<file path="config.mk">
export PLATFORM = sky130hd
export DESIGN_NAME = maxpool2d_channel_flat
export DESIGN_NICKNAME = d
export VERILOG_FILES = /design/src/rtl/maxpool2d_channel_pkg.sv /design/src/rtl/maxpool2d_channel_if.sv /design/src/rtl/maxpool2d_channel_pool_window_max.sv /design/src/rtl/maxpool2d_channel.sv /design/src/flat_wrapper.sv
export SDC_FILE = /design/constraint.sdc
export NUM_CORES = 1
export LEC_CHECK = 0
export ABC_AREA = 1
export CORE_ASPECT_RATIO = 1.5
export CORE_MARGIN = 2
export CORE_UTILIZATION = 37
export DETAILED_ROUTE_END_ITERATION = 10
export HOLD_SLACK_MARGIN = 0.03
export PLACE_DENSITY = 0.6
export SLEW_MARGIN = 25
export SYNTH_ARGS = -nofsm -noshare
export SYNTH_HDL_FRONTEND = slang
export SYNTH_SLANG_ARGS = --single-unit
</file>
<file path="constraint.sdc">
create_clock -name clk -period 10.4 [get_ports clk]
set_input_delay 1.56 -clock clk [delete_from_list [all_inputs] [get_ports clk]]
set_output_delay 1.56 -clock clk [all_outputs]
set_load 0.01 [all_outputs]
</file>
<file path="src/rtl/maxpool2d_channel_pkg.sv">
// Shared definitions for the max-pooling stage: FSM state encoding and
// geometry helpers used to size counters and the pooled output map.
package maxpool2d_channel_pkg;

  typedef enum logic [1:0] {
    ST_IDLE = 2'd0,
    ST_RUN  = 2'd1,
    ST_DONE = 2'd2
  } state_t;

  // Pooled dimension along one axis; trailing pixels not covered by a full
  // window are dropped (integer floor).
  function automatic int out_dim(input int in_dim, input int pool, input int stride);
    return (in_dim - pool) / stride + 1;
  endfunction

  // Bits needed to hold an index in 0..n-1 (at least one bit).
  function automatic int idx_w(input int n);
    return (n <= 1) ? 1 : $clog2(n);
  endfunction

endpackage

</file>
<file path="src/rtl/maxpool2d_channel_if.sv">
// Start/done handshake plus flat feature/pooled buses.
//   calculate_start : level request from the producer
//   feature_in      : flat signed maps, element 0 at the MSBs
//   calculate_done  : result valid / acknowledge
//   pool_out        : flat signed pooled maps, same MSB-first layout
interface maxpool2d_channel_if #(
  parameter int IN_BITS  = 216,
  parameter int OUT_BITS = 96
);
  logic                calculate_start;
  logic [IN_BITS-1:0]  feature_in;
  logic                calculate_done;
  logic [OUT_BITS-1:0] pool_out;

  modport master (output calculate_start, feature_in, input calculate_done, pool_out);
  modport slave  (input calculate_start, feature_in, output calculate_done, pool_out);
endinterface

</file>
<file path="src/rtl/maxpool2d_channel_pool_window_max.sv">
// Combinational window reducer: signed max over WIN elements, then an
// optional ReLU clamp.
//   win   : WIN signed elements of DW bits
//   max_o : signed maximum (clamped to >= 0 when RELU_EN)
module pool_window_max #(
  parameter int DW      = 8,
  parameter int WIN     = 4,
  parameter int RELU_EN = 1
) (
  input  logic [WIN-1:0][DW-1:0] win,
  output logic [DW-1:0]          max_o
);

  // run[g] is the running max over win[0..g]; a signed compare keeps the
  // most-negative code (e.g. 8'h80) as the minimum.
  logic [WIN-1:0][DW-1:0] run;

  assign run[0] = win[0];

  for (genvar g = 1; g < WIN; g++) begin : g_red
    assign run[g] = ($signed(win[g]) > $signed(run[g-1])) ? win[g] : run[g-1];
  end

  assign max_o = ((RELU_EN != 0) && run[WIN-1][DW-1]) ? '0 : run[WIN-1];

endmodule

</file>
<file path="src/rtl/maxpool2d_channel.sv">
// Signed 2-D max pooling over CHANNEL_NUM feature maps, one window per clock,
// with optional ReLU. The input is captured on start, windows are walked
// ox -> oy -> ch, and each result lands in its pooled slot.
//   clk, rst : clock, asynchronous active-high reset
//   bus      : slave side of maxpool2d_channel_if (start/feature in, done/pool out)
module maxpool2d_channel
  import maxpool2d_channel_pkg::*;
#(
  parameter int BITWIDTH                 = 8,
  parameter int IS_BITWIDTH_DOUBLE_SCALE = 0,
  parameter int IN_WIDTH                 = 3,
  parameter int IN_HEIGHT                = 3,
  parameter int CHANNEL_NUM              = 3,
  parameter int POOL_SIZE                = 2,
  parameter int POOL_STRIDE              = 1,
  parameter int RELU_EN                  = 1
) (
  input logic             clk,
  input logic             rst,
  maxpool2d_channel_if.slave bus
);

  localparam int DW        = BITWIDTH * (IS_BITWIDTH_DOUBLE_SCALE + 1);
  localparam int OUT_W     = out_dim(IN_WIDTH, POOL_SIZE, POOL_STRIDE);
  localparam int OUT_H     = out_dim(IN_HEIGHT, POOL_SIZE, POOL_STRIDE);
  localparam int OUT_NUM   = OUT_W * OUT_H;
  localparam int IN_ELEMS  = IN_WIDTH * IN_HEIGHT * CHANNEL_NUM;
  localparam int OUT_ELEMS = OUT_NUM * CHANNEL_NUM;
  localparam int WIN       = POOL_SIZE * POOL_SIZE;
  localparam int CHW       = idx_w(CHANNEL_NUM);
  localparam int OYW       = idx_w(OUT_H);
  localparam int OXW       = idx_w(OUT_W);
  localparam int IDXW      = idx_w(IN_ELEMS);
  localparam int SLW       = idx_w(OUT_ELEMS);

  // Ascending outer range puts element 0 at the MSBs, matching the bus layout.
  typedef logic [0:IN_ELEMS-1][DW-1:0]  in_map_t;
  typedef logic [0:OUT_ELEMS-1][DW-1:0] out_map_t;

  state_t           state_q, state_d;
  logic             done_q, done_d;
  in_map_t          cap_q, cap_d;
  out_map_t         pool_q, pool_d;
  logic [CHW-1:0]   ch_q, ch_d;
  logic [OYW-1:0]   oy_q, oy_d;
  logic [OXW-1:0]   ox_q, ox_d;

  logic [WIN-1:0][DW-1:0]  win;
  logic [WIN-1:0][IDXW-1:0] tap_idx;
  logic [DW-1:0]           win_max;
  logic [SLW-1:0]          slot_idx;

  // Window gather: tap k sits at row oy*S + k/P, col ox*S + k%P of channel ch.
  for (genvar k = 0; k < WIN; k++) begin : g_tap
    assign tap_idx[k] = IDXW'((int'(ch_q) * IN_HEIGHT + int'(oy_q) * POOL_STRIDE + k / POOL_SIZE)
                              * IN_WIDTH + int'(ox_q) * POOL_STRIDE + k % POOL_SIZE);
    assign win[k]     = cap_q[tap_idx[k]];
  end

  pool_window_max #(
    .DW      (DW),
    .WIN     (WIN),
    .RELU_EN (RELU_EN)
  ) u_max (
    .win   (win),
    .max_o (win_max)
  );

  assign slot_idx = SLW'((int'(ch_q) * OUT_H + int'(oy_q)) * OUT_W + int'(ox_q));

  always_comb begin
    state_d = state_q;
    done_d  = done_q;
    cap_d   = cap_q;
    pool_d  = pool_q;
    ch_d    = ch_q;
    oy_d    = oy_q;
    ox_d    = ox_q;
    unique case (state_q)
      ST_IDLE: begin
        done_d = 1'b0;
        if (bus.calculate_start) begin
          cap_d   = bus.feature_in;
          ch_d    = '0;
          oy_d    = '0;
          ox_d    = '0;
          state_d = ST_RUN;
        end
      end
      ST_RUN: begin
        pool_d[slot_idx] = win_max;
        if (ox_q == OXW'(OUT_W - 1)) begin
          ox_d = '0;
          if (oy_q == OYW'(OUT_H - 1)) begin
            oy_d = '0;
            if (ch_q == CHW'(CHANNEL_NUM - 1)) begin
              ch_d    = '0;
              state_d = ST_DONE;
            end else begin
              ch_d = ch_q + 1'b1;
            end
          end else begin
            oy_d = oy_q + 1'b1;
          end
        end else begin
          ox_d = ox_q + 1'b1;
        end
      end
      ST_DONE: begin
        // done rises one edge after the last write and is held while the
        // requester keeps start high.
        if (bus.calculate_start) begin
          done_d = 1'b1;
        end else begin
          done_d  = 1'b0;
          state_d = ST_IDLE;
        end
      end
      default: begin
        done_d  = 1'b0;
        state_d = ST_IDLE;
      end
    endcase
  end

  always_ff @(posedge clk or posedge rst) begin
    if (rst) begin
      state_q <= ST_IDLE;
      done_q  <= 1'b0;
      cap_q   <= '0;
      pool_q  <= '0;
      ch_q    <= '0;
      oy_q    <= '0;
      ox_q    <= '0;
    end else begin
      state_q <= state_d;
      done_q  <= done_d;
      cap_q   <= cap_d;
      pool_q  <= pool_d;
      ch_q    <= ch_d;
      oy_q    <= oy_d;
      ox_q    <= ox_d;
    end
  end

  assign bus.calculate_done = done_q;
  assign bus.pool_out       = pool_q;

endmodule

</file>
<file path="src/flat_wrapper.sv">
// flat-port wrapper written by rule: the top's interface ports become plain ports
module maxpool2d_channel_flat import maxpool2d_channel_pkg::*;
#(
  parameter int BITWIDTH                 = 8,
  parameter int IS_BITWIDTH_DOUBLE_SCALE = 0,
  parameter int IN_WIDTH                 = 3,
  parameter int IN_HEIGHT                = 3,
  parameter int CHANNEL_NUM              = 3,
  parameter int POOL_SIZE                = 2,
  parameter int POOL_STRIDE              = 1,
  parameter int RELU_EN                  = 1
)
  (clk, rst, bus_calculate_start, bus_feature_in, bus_calculate_done, bus_pool_out);
  maxpool2d_channel_if #(.IN_BITS(216), .OUT_BITS(96)) bus_i ();
  input logic clk;
  input logic rst;
  input wire logic [$bits(bus_i.calculate_start)-1:0] bus_calculate_start;
  input wire logic [$bits(bus_i.feature_in)-1:0] bus_feature_in;
  output wire logic [$bits(bus_i.calculate_done)-1:0] bus_calculate_done;
  output wire logic [$bits(bus_i.pool_out)-1:0] bus_pool_out;
  assign bus_i.calculate_start = bus_calculate_start;
  assign bus_i.feature_in = bus_feature_in;
  assign bus_calculate_done = bus_i.calculate_done;
  assign bus_pool_out = bus_i.pool_out;
  maxpool2d_channel #(.BITWIDTH(BITWIDTH), .IS_BITWIDTH_DOUBLE_SCALE(IS_BITWIDTH_DOUBLE_SCALE), .IN_WIDTH(IN_WIDTH), .IN_HEIGHT(IN_HEIGHT), .CHANNEL_NUM(CHANNEL_NUM), .POOL_SIZE(POOL_SIZE), .POOL_STRIDE(POOL_STRIDE), .RELU_EN(RELU_EN)) u_core (.clk(clk), .rst(rst), .bus(bus_i));
endmodule
</file>
* After elaboration in Yosys (flattened, before gate mapping) *
Cells that the tools add are included.

word-level totals
  logic and storage cells = 126
  ROM bits = 0
  memories = 0
  output and inout port bits = 97
  bits in registers = 319
  memory bits (writable) = 0
  bits in latches = 0
  input bits = 219

operators by class
  $lt $le $gt $ge = 9
  reductions and logical operators = 8
  shift operators = 0
  multipliers = 3
  divide/modulo/power cells = 0
  add/subtract/negate cells = 11
  eq/ne operators = 8
  bitwise gates (word level) = 5
  mux-type cells = 38

operator list
  kind                                                                   number
  8-bit binary-select mux with 5-bit select                              4
  96-bit bitwise mux                                                     1
  8-bit 2-to-1 mux                                                       12
  32-bit by 3-bit multiplier with 5-bit output (second input constant)   2
  32-bit by 2-bit adder with 32-bit output                               1
  32-bit by 2-bit adder with 32-bit output (second input constant)       1
  8-bit demux with 4-bit select                                          1
  6-bit greater-or-equal comparator (second input constant)              4
  8-bit greater-than comparator                                          3
  5-bit NOT with 6-bit output                                            4
  2-bit 2-to-1 mux                                                       9
  5-bit by 2-bit adder with 5-bit output                                 2
  5-bit by 2-bit adder with 5-bit output (second input constant)         2
  7-bit 2-to-1 mux                                                       1
  2-bit by 1-bit != test with 1-bit output (second input constant)       3
  1-bit case mux with 2 select lines                                     3
  2-bit case mux with 3 select lines                                     1
  5-bit greater-or-equal comparator (second input constant)              1
  5-bit by 1-bit < comparator with 1-bit output (second input constant)  1
  1-bit 2-to-1 mux                                                       5
  4-bit NOT with 5-bit output                                            1
  5-bit AND reduction                                                    1
  4-bit by 2-bit adder with 4-bit output                                 1
  2-bit equality test (second input constant)                            2
  other kinds (13)                                                       16

* Depth between registers and ports, before layout *
  depth after elaboration = 17
  mapped depth = 57
  depth with buffers taken out = 53

* Cells and area by module *
From an unflattened synthesis, not the netlist that was laid out.

unflattened totals
  cells, all modules = 3253
  area, all modules = 22003.6 µm²

modules (own cells, without submodules)
  module             cells each  area an instance (µm²)  sequential area each (µm²)  instances
  maxpool2d_channel  3070        20880.0                 7982.7                      1
  pool_window_max    183         1123.6                  0.0                         1

* Worst setup path before layout *
Ideal clock, no wire load.

  path kind = reg2reg
  start = register u_core.oy_q
  end = register u_core.pool_q (netlist bit u_core.bus.pool_out[64])
  data required time = 10.282 ns
  period minus slack after synthesis = 7.560 ns
  stages on the path, launching flop included = 52
  slack = 2.840 ns
  arrival time = 7.442 ns
  setup time = 0.118 ns
  path buffers = 5
  cell sequence = dfrtp_1 > ha_1 > inv_1 > fa_1 > inv_1 > ha_1 > ha_1 > ha_1 > buf_2 > buf_4 > clkbuf_1 > nand3_1 > nand2_1 > nand2_1 > o21ai_1 > nand2_1 > nand2_1 > nand2_1 > (+16 left out) > nand2_1 > a21oi_1 > nand3_1 > and2_1 > ha_1 > nand4_1 > inv_1 > nand2_1 > o211ai_1 > nand2_1 > a21oi_2 > inv_1 > nand3_1 > nand2_1 > buf_6 > buf_6 > nand3_1 > nand2_1

on the way
  longest elaborated chain between the ends = 16
  elaborated cells between the ends (all ways) = 40
  classes of those cells = add/sub (8); mul (2); order compare (5); mux (19); bitwise (5); reduce/logical (1)

RTL lines
  element                                              RTL line                                 source
  start: declaration                                   maxpool2d_channel.sv:45                  logic [OYW-1:0] oy_q, oy_d;
  start signal: assignment                             maxpool2d_channel.sv:141                 oy_q <= oy_d;
  32-bit by 2-bit adder with 32-bit output             maxpool2d_channel.sv:55                  assign tap_idx[k] = IDXW'((int'(ch_q) * IN_HEIGHT + int'(oy_q) * POOL_STRIDE + k / POOL_SIZE)
  32-bit by 3-bit multiplier with 5-bit output         maxpool2d_channel.sv:56                  * IN_WIDTH + int'(ox_q) * POOL_STRIDE + k % POOL_SIZE);
  5-bit by 2-bit adder with 5-bit output (2 in a row)  maxpool2d_channel.sv:56
  5-bit NOT with 6-bit output (implied by the code)    maxpool2d_channel.sv:57                  assign win[k] = cap_q[tap_idx[k]];
  8-bit binary-select mux with 5-bit select            maxpool2d_channel.sv:57
  8-bit 2-to-1 mux (implied by the code) (2 in a row)  maxpool2d_channel.sv:57
  8-bit greater-than comparator                        maxpool2d_channel_pool_window_max.sv:21  assign run[g] = ($signed(win[g]) > $signed(run[g-1])) ? win[g] : run[g-1];
  8-bit 2-to-1 mux                                     maxpool2d_channel_pool_window_max.sv:21
  8-bit greater-than comparator                        maxpool2d_channel_pool_window_max.sv:21
  8-bit 2-to-1 mux                                     maxpool2d_channel_pool_window_max.sv:21
  8-bit greater-than comparator                        maxpool2d_channel_pool_window_max.sv:21
  8-bit 2-to-1 mux                                     maxpool2d_channel_pool_window_max.sv:21
  7-bit 2-to-1 mux                                     maxpool2d_channel_pool_window_max.sv:24  assign max_o = ((RELU_EN != 0) && run[WIN-1][DW-1]) ? '0 : run[WIN-1];
  96-bit bitwise mux *                                 maxpool2d_channel.sv:91                  pool_d[slot_idx] = win_max;
  end signal: assignment                               maxpool2d_channel.sv:139                 pool_q <= pool_d;
  end: declaration                                     maxpool2d_channel.sv:43                  out_map_t pool_q, pool_d;

Every way passes the cells marked *; elsewhere a longest branch is shown, timed or not. The select of a mux whose other input is x is not followed.
A chain may end at the register's enable or synchronous reset.

* Final worst setup path *
  start = register u_core.oy_q
  end = register u_core.pool_q (netlist bit u_core.bus.pool_out[49])

Same word-level chain as after synthesis.

==> results.md <==
- Status: complete, no violations
- Total GRT Usage: 0.290
- WL final: 91,600 microns
- Max-cap check violation count: 0
- Post-synth cell types: 39
- Worst Path Arrival: 9.61 ns
- # rows: 110
- First-pass iteration count of the detailed router: 9
- CTS tree: built
- Hold Startpoint: u_core.bus.pool_out[81]
- Main synth FF type: dfrtp_1
- Crit path time final: 9.17 ns
- WP data required: 10.84 ns
- XOR/XNOR share of the synthesized area: 0.00478
- Sequential area share after synthesis: 0.345
- Fmax: 0.109 GHz
- Hold Vio Cnt, Final: 0
- CTS sink cnt: 307
- Initial core utilization: 0.372
- Slew headroom: 0.235
- Overflow after GRT: 0
- Post-synth EDFFs: 0
- CORE AREA: 0.0597 sq mm
- Largest net degree at the start of global routing: 215
- Hold depth: 2
- Die Y: 304 microns
- Delay-heaviest family, CP: simple AND/OR/NAND/NOR gates
- DIE AREA: 0.0621 sq mm
- Top cells by area, synth: dfrtp_1 35%, nand2_1 26%, nand3_1 9.1%
- WHS Endpoint: u_core.bus.pool_out[81]
- Initial antenna violation count: 1
- ANT nets after route: 0
- Post-route setup TNS: 0 ns
- FF-to-FF Start: u_core.oy_q
- Clock insertion delay at the later pin of the skew report: 0.58 ns
- Ant. Diodes: 0
- Filler cells: 6,399
- Synth Area in Compound Gates: 0.143
- Crit path depth: 50
- Residual DRC: 0
- CTS H-Tree Depth: 2
- Final net count: 3,973
- Ports: 316
- Slowest-stage cell, CP: nand2_2
- Avg Cell Area, Syn: 6.26 sq um
- Syn-to-layout area delta: 20.1%
- Worst r2r dst: u_core.bus.pool_out[49]
- Crit path buf inv count: 7
- Crit-path most repeated cell: nand2_1
- Hold crit path type: flop to flop
- Via count: 24,564
- Worst clock skew: 0.0305 ns
- Dominant cell type by area after synthesis: dfrtp_1
- Sequential cell area: 0.00768 sq mm
- Die Wd: 204 microns
- Num CTS Buffers: 34
- Clock transition at path regs: 0.07 ns
- Mux contribution to synthesized area: 0
- Crit Path Class: flop to flop
- Port-buffer cells: 303
- Final Cycle Share: 0.882
- Clock Path Buffers: 3
- Global-route wire length before repair: 139,000 microns
- Worst-Margin Slew: 1.15 ns
- PostCTS Resize Cnt: 0
- Slowest stage delay, CP: 0.61 ns
- R2r setup slk: 1.23 ns
- Multi-input logic area: 0.0125 sq mm
- Fraction of layout cells with a size suffix above 1: 0.0378
- Vias in the first global route: 23,418
- HPWL Detailed: 64,100 microns
- Async SR Flop Fraction: 1.00
- Gpl congestion: 0.949
- Clk root buf: clkbuf_16
- Cts hold-fix bufs: 0
- Ys Warns: 0
- FF-to-FF path depth: 50
- Starting DRT DRC Count: 2,371
- Simple-gate share of the synthesized area: 0.380
- Final Setup Violations: 0
- Post-synthesis adder-cell area fraction: 0.0277
- Critical path capture point type: flop
- Post-CTS setup buffer count: 0
- Routed wire per std cell: 20.3 microns
- Number of synthesized register bits: 307
- RSZ-0062 raised after global routing: false
- Main combinational cell family by area after synthesis: simple AND/OR/NAND/NOR gates
- Slew Viols, Final: 0
- Crit path max fanout: 43
- Yosys top cell area share: 0.345
- Fin Hold WS: 0.478 ns
- Mapped Cells: 3,552
- Via/cell ratio: 5.44
- Startpoint Class: flop
- Mapped Area: 0.0222 sq mm
[cells by family (layout without fill, tap and decap cells)]
kind of cell / Yosys count / after routing
and+or+nand+nor: 2067 / 2067
DFF: 307 / 307
other: 1 / 12
adders and majority gates: 48 / 48
xor gates and xnor gates: 7 / 7
AOI/OAI and AO/OA: 617 / 617
buffers and inverters: 505 / 671
[cell usage after synthesis (3+ instances only)]
master,instances
buf_1,9
nand2_4,5
clkbuf_1,90
o21ai_0,363
a21oi_1,189
buf_2,101
inv_1,252
buf_4,27
ha_1,46
o21ai_1,28
buf_6,10
nand2_2,11
nand4_1,31
dfrtp_1,307
nand2_1,1539
o22ai_1,15
clkinv_1,3
and2_1,11
o211ai_1,10
o2111ai_1,7
nand3_1,405
nor2_1,55
inv_2,13
nor3_1,3
[cell usage in the layout (no fill, tap or decap), types with 4 or more instances in the layout]
| cell type | synthesis | routed |
|---|---|---|
| nand2_1 | 1539 | 1537 |
| nand3_1 | 405 | 405 |
| o21ai_0 | 363 | 363 |
| dfrtp_1 | 307 | 307 |
| clkdlybuf4s50_1 | 0 | 303 |
| inv_1 | 252 | 250 |
| a21oi_1 | 189 | 189 |
| nor2_1 | 55 | 55 |
| ha_1 | 46 | 43 |
| clkbuf_16 | 0 | 37 |
| buf_4 | 27 | 34 |
| nand4_1 | 31 | 31 |
| o21ai_1 | 28 | 28 |
| o22ai_1 | 15 | 15 |
| nand2_2 | 11 | 13 |
| inv_2 | 13 | 12 |
| conb_1 | 1 | 12 |
| and2_1 | 11 | 11 |
| o211ai_1 | 10 | 10 |
| o2111ai_1 | 7 | 7 |
| clkbuf_8 | 0 | 6 |
| buf_12 | 0 | 6 |
| nand2_4 | 5 | 5 |
| clkbuf_1 | 90 | 5 |
| clkinvlp_4 | 0 | 5 |
| clkinv_2 | 0 | 4 |
[worst max-delay path by stage]
stage,start,endpoint
floorplan,rst,u_core.bus.calculate_done
CTS,u_core.oy_q,u_core.bus.pool_out[17]
detailed placement,u_core.ch_q[0],u_core.bus.pool_out[17]
global route,u_core.oy_q,u_core.bus.pool_out[41]
global placement,u_core.ch_q[0],u_core.bus.pool_out[74]
finish,u_core.oy_q,u_core.bus.pool_out[49]
[worst min-delay path, stage by stage, from the launching register on]
cell	delay [ns]
dfrtp_1	0.34
nand2_1	0.05
nand2_1	0.05
[state kept, by name (all words and copies together), names as in the netlist]
| register | count |
|---|---|
| u_core.cap_q | 216 |
| u_core.state_q | 2 |
| u_core.ox_q | 1 |
| u_core.ch_q | 2 |
| u_core.oy_q | 1 |
| u_core.bus.pool_out | 84 |
| u_core.bus.calculate_done | 1 |
[stage by stage]
step / setup WS (ns) / util / cells / cell area, sq um
2_1_floorplan: 0.352 / - / 3563 / 22300
3_3_place_gp: 1.44 / 0.428 / 4454 / 25600
5_1_grt: 0.324 / 0.447 / 4513 / 26700
6_report: 1.23 / 0.447 / 4513 / 26700
3_5_place_dp: 1.25 / 0.428 / 4454 / 25600
4_1_cts: 1.21 / 0.447 / 4513 / 26700
[per-layer routing]
layer / global-route usage / share of wire / wire, microns / up-vias
met5: 0 / 0.00014 / 13 / -
met1: 0.352 / 0.39 / 35400 / 11373
li1: - / - / - / 11710
met3: 0.0398 / 0.068 / 6240 / 297
met2: 0.487 / 0.48 / 44100 / 1182
met4: 0.166 / 0.065 / 5920 / 2
[cell type report]
class | count | area share
inverters | 268 | 0.0383
clock buffers | 48 | 0.0385
multi-input cells | 2751 | 0.466
flip-flops and latches | 307 | 0.288
repair buffers | 344 | 0.128
clock inverters | 11 | 0.00440
well taps | 784 | 0.0367
Power is not shown: default switching activity piles up to over one toggle a cycle in this logic, so the estimate is an artifact.
